$ cat src/rtl/elevator_request_unit.sv
`default_nettype none
// ============================================================================
// Module   : elevator_request_unit
// Brief    : Debounced cabin/hall button latching with serve clearing and
//            above/below/here request summaries for the direction FSM.
// Revision : 1.0 - initial parametrised release
// ============================================================================
module elevator_request_unit #(
    parameter int FLOORS          = 8,
    parameter int FLOOR_W         = 3,
    parameter int DEBOUNCE_CYCLES = 4,
    parameter int CNT_W           = 5
) (
    input  logic               clock,
    input  logic               reset,
    input  logic               buttons_block,
    input  logic [FLOORS-1:0]  btn_in,
    input  logic [FLOORS-2:0]  btn_up_out,
    input  logic [FLOORS-1:1]  btn_down_out,
    input  logic [FLOOR_W-1:0] current_floor,
    input  logic               serve_valid,
    input  logic [FLOOR_W-1:0] serve_floor,
    input  logic [1:0]         serve_dir,
    output logic [FLOORS-1:0]  active_in_levels,
    output logic [FLOORS-2:0]  active_out_up_levels,
    output logic [FLOORS-1:1]  active_out_down_levels,
    output logic               req_above,
    output logic               req_below,
    output logic               req_here,
    output logic [CNT_W-1:0]   pending_count
);

    localparam int               NB        = 3 * FLOORS - 2;
    localparam logic [7:0]       c_DB_LAST = 8'(DEBOUNCE_CYCLES - 1);
    localparam logic [7:0]       c_DB_MAX  = 8'(DEBOUNCE_CYCLES);
    localparam logic [FLOOR_W:0] c_FLOORS  = (FLOOR_W + 1)'(FLOORS);

    // Flattened button map: cabin [F-1:0], hall up [2F-2:F], hall down [3F-3:2F-1]
    logic [NB-1:0] w_raw;
    logic [NB-1:0] w_evt;
    logic [NB-1:0] w_acc;

    assign w_raw = {btn_down_out, btn_up_out, btn_in};

    generate
        for (genvar g = 0; g < NB; g++) begin : g_debounce
            logic [7:0] r_cnt;
            logic       r_arm;

            always_ff @(posedge clock) begin
                if (reset) begin
                    r_cnt <= 8'd0;
                    r_arm <= 1'b0;
                end else if (!w_raw[g]) begin
                    r_cnt <= 8'd0;
                    r_arm <= 1'b1;
                end else if (r_arm) begin
                    if (r_cnt == c_DB_LAST) begin
                        r_arm <= 1'b0;
                    end
                    if (r_cnt != c_DB_MAX) begin
                        r_cnt <= r_cnt + 8'd1;
                    end
                end
            end

            assign w_evt[g] = w_raw[g] & r_arm & (r_cnt == c_DB_LAST);
        end
    endgenerate

    // Blocked events are still consumed: the arm flag clears regardless
    assign w_acc = w_evt & {NB{~buttons_block}};

    logic [FLOORS-1:0] w_ev_in;
    logic [FLOORS-2:0] w_ev_up;
    logic [FLOORS-1:1] w_ev_dn;

    assign w_ev_in = w_acc[FLOORS-1:0];
    assign w_ev_up = w_acc[2*FLOORS-2:FLOORS];
    assign w_ev_dn = w_acc[NB-1:2*FLOORS-1];

    logic              w_serve_ok;
    logic [FLOORS-1:0] w_hit;
    logic [FLOORS-1:0] w_clr_in;
    logic [FLOORS-2:0] w_clr_up;
    logic [FLOORS-1:1] w_clr_dn;

    assign w_serve_ok = serve_valid & ({1'b0, serve_floor} < c_FLOORS);

    generate
        for (genvar g = 0; g < FLOORS; g++) begin : g_serve
            localparam logic [FLOOR_W-1:0] c_IDX = FLOOR_W'(g);
            assign w_hit[g] = w_serve_ok & (serve_floor == c_IDX);
        end
    endgenerate

    assign w_clr_in = w_hit;
    assign w_clr_up = w_hit[FLOORS-2:0] & {(FLOORS-1){serve_dir[0]}};
    assign w_clr_dn = w_hit[FLOORS-1:1] & {(FLOORS-1){serve_dir[1]}};

    logic [FLOORS-1:0] r_in;
    logic [FLOORS-2:0] r_up;
    logic [FLOORS-1:1] r_dn;

    // Serve is applied after the event so a colliding press is swallowed
    always_ff @(posedge clock) begin
        if (reset) begin
            r_in <= '0;
            r_up <= '0;
            r_dn <= '0;
        end else begin
            r_in <= (r_in ^ w_ev_in) & ~w_clr_in;
            r_up <= (r_up | w_ev_up) & ~w_clr_up;
            r_dn <= (r_dn | w_ev_dn) & ~w_clr_dn;
        end
    end

    assign active_in_levels       = r_in;
    assign active_out_up_levels   = r_up;
    assign active_out_down_levels = r_dn;

    logic [FLOORS-1:0] w_floor_any;
    logic [FLOORS-1:0] w_above;
    logic [FLOORS-1:0] w_below;
    logic [FLOORS-1:0] w_here;

    generate
        for (genvar g = 0; g < FLOORS; g++) begin : g_summary
            localparam logic [FLOOR_W-1:0] c_IDX = FLOOR_W'(g);
            if (g == 0) begin : g_bottom
                assign w_floor_any[g] = r_in[g] | r_up[g];
            end else if (g == FLOORS - 1) begin : g_top
                assign w_floor_any[g] = r_in[g] | r_dn[g];
            end else begin : g_mid
                assign w_floor_any[g] = r_in[g] | r_up[g] | r_dn[g];
            end
            // An out-of-range current_floor lies above every floor, so all
            // active requests naturally fall into req_below
            assign w_above[g] = w_floor_any[g] & (c_IDX > current_floor);
            assign w_below[g] = w_floor_any[g] & (c_IDX < current_floor);
            assign w_here[g]  = w_floor_any[g] & (c_IDX == current_floor);
        end
    endgenerate

    assign req_above = |w_above;
    assign req_below = |w_below;
    assign req_here  = |w_here;

    logic [NB-1:0]    w_all;
    logic [CNT_W-1:0] w_count;

    assign w_all = {r_dn, r_up, r_in};

    always_comb begin
        w_count = '0;
        for (int i = 0; i < NB; i++) begin
            w_count = w_count + CNT_W'(w_all[i]);
        end
    end

    assign pending_count = w_count;

endmodule
`default_nettype wire

$ cat config.mk
export PLATFORM = sky130hd
export DESIGN_NAME = elevator_request_unit
export DESIGN_NICKNAME = d
export VERILOG_FILES = /design/src/rtl/elevator_request_unit.sv
export SDC_FILE = /design/constraint.sdc
export NUM_CORES = 1
export LEC_CHECK = 0
export BUFFER_PORTS_ARGS = -buffer_cell sky130_fd_sc_hd__clkbuf_2
export CAP_MARGIN = 20
export CORE_MARGIN = 10
export CORE_UTILIZATION = 35
export CTS_BUF_LIST = sky130_fd_sc_hd__clkbuf_4 sky130_fd_sc_hd__clkbuf_8
export DETAILED_ROUTE_END_ITERATION = 16
export SYNTH_ARGS = -nofsm -noshare
export SYNTH_HDL_FRONTEND = slang
export SYNTH_SLANG_ARGS = --single-unit
export TNS_END_PERCENT = 1
$ cat constraint.sdc
create_clock -name clock -period 5.7 [get_ports clock]
set_input_delay 0.855 -clock clock [delete_from_list [all_inputs] [get_ports clock]]
set_output_delay 0.855 -clock clock [all_outputs]
set_load 0.02 [all_outputs]
### Word level (Yosys, flattened, before mapping)

Cells that the tools add are included.

| storage, ports and cells | value |
|---|---|
| flip-flop bits (word level) | 220 |
| word-level logic and storage cells | 404 |

| operators by class | value |
|---|---|
| add/sub/neg operators | 43 |
| order comparisons | 16 |
| equal/unequal tests | 58 |
| muxes and demuxes | 66 |
| bitwise logic cells | 125 |
| reduce and logical (&&, ||, !) cells | 49 |

Operators with widths:

| cell | count |
|---|---|
| adder 8 x 1 -> 8 bit, second input constant | 22 |
| equality test 8 x 2 -> 1 bit, second input constant | 22 |
| != test 8 x 3 -> 1 bit, second input constant | 22 |
| adder 5 x 1 -> 5 bit | 17 |
| AND 1 bit | 76 |
| two-way mux 1 bit | 66 |
| AND reduction 2 bit | 22 |
| OR reduction 2 bit | 22 |
| AND 7 bit | 4 |
| OR reduction 8 bit | 3 |
| NOT 1 bit | 23 |
| AND 22 bit | 1 |
| NOT 7 bit | 2 |
| bitwise OR 1 bit | 14 |
| bitwise OR 7 bit | 2 |
| equality test 3 bit, first input constant | 4 |
| equality test 3 bit, second input constant | 4 |
| > comparator 3 bit, first input constant | 4 |
| less-than comparator 3 bit, first input constant | 4 |
| AND 8 bit | 1 |
| NOT 8 bit | 1 |
| bitwise XOR 8 bit | 1 |
| equality test 2 x 3 -> 1 bit, first input constant | 2 |
| equality test 3 x 2 -> 1 bit, second input constant | 2 |
| 11 further kinds | 16 |

### Depth between registers and ports, before layout

| logic depth | value |
|---|---|
| depth after elaboration | 21 |
| mapped depth | 14 |
| gate-level depth less buffers | 14 |

### Worst setup path after synthesis

OpenSTA, ideal clock, no wires.

| timing path | value |
|---|---|
| path type | reg2out |
| start point | reg r_in[5] (netlist: active_in_levels[5]) |
| end point | out pending_count[4] |
| arrival | 4,122 ps |
| path slack | 723 ps |
| stages on the path, launching flop included | 14 |
| buffers on the path | 0 |
| cells stage by stage | dfxtp_1 inv_1 fa_1 inv_1 fa_1 fa_1 fa_1 inv_1 fa_1 inv_1 ha_1 fa_1 a21o_1 a21o_1 |

| on the way | value |
|---|---|
| word-level cells in the longest chain between the ends | 17 |

RTL lines:

| what | line | RTL |
|---|---|---|
| start, declared | 101 | `logic [FLOORS-1:0] r_in;` |
| start signal, assigned | 112 | `r_in <= (r_in ^ w_ev_in) & ~w_clr_in;` |
| adder 5 x 1 -> 5 bit (17 in series) | 157 | `w_count = w_count + CNT_W'(w_all[i]);` |
| end, declared | 30 | `output logic [CNT_W-1:0] pending_count` |

No other way between the ends.

### Final worst setup path

Ends and elaborated chain as after synthesis.

==> impl_metrics.csv <==
group,metric,value,unit
placed_design,dpl.hpwl,18900,µm
worst_hold_path,min_path_cells,2,
placed_design,portBuffers,63,
detailed_routing,ant_nets,0,
detailed_routing,wl,25900,µm
logic_synthesis,yosys.area.top_type,"dfxtp_1",
clocking,clk_latency,0.53,ns
detailed_routing,dr.first_iter.drc_count,506,
timing,final.min_clock_period,5.51,ns
timing,setup_viol,0,
timing,max_slew_margin,42.4,%
logic_synthesis,synth_seq_area_share,39.6,%
logic_synthesis,synthFlopType,"dfxtp_1",
timing,tightest_slew,0.853,ns
logic_synthesis,synth-async-reset-ratio,0,%
logic_synthesis,yosys.area.top_type_share,39.6,%
cells_and_area,design_area,0.0127,mm²
clocking,root_buffer,"clkbuf_8",
clocking,cts_tree,"done",
global_route,antenna_found_initial,3,
placed_design,placed_cell_area,0.0118,mm²
logic_synthesis,synth_cell_types,49,
power,ir_worst_vdd,0.157,mV
cells_and_area,syn2layout_area_growth,14.1,%
detailed_routing,drc_errors,0,
power,p_leak,4.92,nW
logic_synthesis,synthesis.area,0.0111,mm²
cells_and_area,fin_util,40.3,%
critical_path,arrival,4.65,ns
worst_hold_path,hold_end,"g_debounce[3].r_cnt[1]",
logic_synthesis,yosys-top-cells-area,"dfxtp_1 (40%), xor2_1 (6.6%), nor2_1 (5.9%), ha_1 (5.7%), inv_1 (3.3%)",
timing,setup_slack,0.190,ns
die,die_h,198,µm
timing,fmax,181,MHz
timing,fin_worst_skew,0.0189,ns
placed_design,place.gp.congestion,0.843,
logic_synthesis,synth_edf_count,0,
critical_path,critPathKind,"register to output pin",
die,die_w,198,µm
worst_hold_path,min_from,"g_debounce[3].r_cnt[1]",
logic_synthesis,yosysMostFrequentCell,"dfxtp_1",
logic_synthesis,ys_ff_latch,220,
run,max_cap_violations,0,
power,power,3.33,mW
logic_synthesis,syn-num-nets,1383,
cells_and_area,nets,1451,
clocking,cts_sinks,220,
critical_path,critPathMaxFanout,4,
clocking,clkTransAtPathRegs,0.05,ns
timing,final_hold_viol_count,0,
critical_path,r2r_slack,3.50,ns
cells_and_area,fillCellCount,3176,
die,coreArea,0.0315,mm²
logic_synthesis,avgSynthCellArea,8.67,µm²
critical_path,r2r-end,"active_out_up_levels[1]",
placed_design,place_ws,0.563,ns
die,io_pins,64,
detailed_routing,viasPerCell,5.15,
detailed_routing,drt_first_pass_iters,5,
logic_synthesis,synth_commonest_cells,"dfxtp_1 (220), nor2_1 (176), inv_1 (99), xor2_1 (84), a21oi_1 (69)",
power,p_per_area,263,mW/mm²
global_route,grt_max_degree,50,
global_route,track_usage,13.2,%
run_status,status,"complete, no violations",
clocking,cts_max_level,2,
worst_hold_path,worstHoldPathType,"register to register",
critical_path,cp.required,4.85,ns
timing,drv_slew,0,
critical_path,crit_path_end_kind,"output pin",
critical_path,setup.worst_path.start_class,"register",
critical_path,reg2reg_depth,4,
cells_and_area,drive_gt1_share,10.4,%
timing,period_share,96.7,%
clocking,cts_buffers,41,
critical_path,rr_startpoint,"g_debounce[9].r_cnt[4]",
detailed_routing,avgRoutedWirePerCell,14.5,µm
detailed_routing,num_vias,9173,
clocking,clockBufferDepth,3,
global_route,grt_pass1_vias,8679,
global_route,overflow,0,
logic_synthesis,yosysWarnings,0,
logic_synthesis,syn_inst,1283,
die,die_area,0.0393,mm²
die,rows,65,
die,start_util,35.3,%
global_route,grt_pass1_wl,43100,µm
clocking,cts_hold_buf,0,
[state kept, by name, summed over array words and instances (netlist names)]
signal                  count
active_in_levels            8
g_debounce.r_cnt          176
active_out_up_levels        7
active_out_down_levels      7
g_debounce.r_arm           22
[how the worst max path moves through the flow]
stage,depth (start not counted),startpoint,endpoint,slack [ns]
after floorplan,13,active_in_levels[5],pending_count[4],0.72
after detailed placement,14,active_in_levels[5],pending_count[4],0.56
after CTS,14,active_in_levels[7],pending_count[4],0.0009
final,14,active_in_levels[5],pending_count[4],0.19
after global routing,14,active_in_levels[5],pending_count[4],-0.004
after global placement,14,active_in_levels[5],pending_count[4],0.61
[cells in the final DEF (no fill, tap or decap), types with 4 or more instances in the layout]
cell type  Yosys  layout
nand4_1       49      49
nor2b_1        6       6
or4_1          8       8
nor3_1        47      47
nor3b_1        6       6
clkbuf_8       0      56
nand2b_1      28      28
o21ai_0       14      14
o41ai_1        4       4
clkbuf_4       0      10
a31oi_1       19      19
xor2_1        84      84
nand4b_1       5       5
xnor2_1       33      33
a211oi_1      22      22
mux2i_1       21      21
fa_1          15      14
nand3b_1       5       5
and3_1        28      28
a41o_1        13      13
a311oi_1       7       7
nor2_1       176     176
clkbuf_2       0      61
and4_1        23      23
nand3_1       65      65
inv_1         99      99
a21o_1         9       9
dfxtp_1      220     218
a21oi_1       69      69
or3_1         14      14
nor4_1        18      18
nand2_1       46      46
ha_1          51      51
o31ai_1       13      13
[report_power, final]
part / total (mW) / switching [mW] / internal (mW)
registers: 1.59 / 0.0305 / 1.56
logic: 0.155 / 0.0943 / 0.0605
clock network: 1.59 / 0.653 / 0.935
total: 3.33 / 0.778 / 2.55
[logic make-up after synthesis]
| kind of cell | Yosys count | synth area share [%] |
|---|---|---|
| adder cells (fa/ha/maj) | 66 | 8.44 |
| multiplexers | 22 | 2.09 |
| AND/OR/NAND/NOR | 534 | 24.9 |
| flip-flops | 220 | 39.6 |
| XOR/XNOR | 117 | 9.21 |
| AO/OA/AOI/OAI | 186 | 11.1 |
| buffers and inverters | 138 | 4.66 |
[critical path: stages (launching register included)]
cell     delay (ns)
dfxtp_4        0.37
inv_1          0.06
fa_1           0.53
inv_1          0.05
fa_1           0.50
fa_1           0.44
fa_1           0.51
inv_1          0.06
fa_1           0.49
inv_1          0.05
ha_1           0.20
fa_2           0.35
a21o_1         0.18
a21o_1         0.18
buf_2          0.16
[repair_timing]
action | in CTS | in global routing
resized for setup | 1 | 4
endpoints found under the setup margin | 1 | 2
hold endpoints to repair | 0 | 0
pin swaps | 0 | 2
buffers inserted | 0 | 0
[metal layers]
| layer | up-vias | track usage (%) | share of wire, % |
|---|---|---|---|
| li1 | 4673 | - | - |
| met1 | 4297 | 16.4 | 46 |
| met2 | 150 | 21.3 | 46 |
| met3 | 49 | 2.90 | 4.8 |
| met4 | 4 | 5.84 | 3.2 |
| met5 | - | 0 | 0.10 |
[metrics by stage]
step / setup TNS [ns] / hold slack, ns / instances
6_report: 0 / 0.487 / 1782
5_1_grt: -0.00428 / 0.511 / 1782
4_1_cts: 0 / 0.491 / 1781
3_5_place_dp: 0 / 0.483 / 1710
3_3_place_gp: 0 / 0.474 / 1710
2_1_floorplan: 0 / 0.458 / 1283
[layout make-up]
class | count | area [µm²] | share of cell area, %
clock buffers | 66 | 846 | 6.67
inverters | 99 | 372 | 2.93
well taps | 402 | 503 | 3.96
multi-input cells | 925 | 6200 | 48.9
clock inverters | 5 | 30.0 | 0.237
diodes | 1 | 2.50 | 0.0197
repair buffers | 64 | 323 | 2.54
flip-flops and latches | 220 | 4410 | 34.8
(Power assumes the default switching activity.)
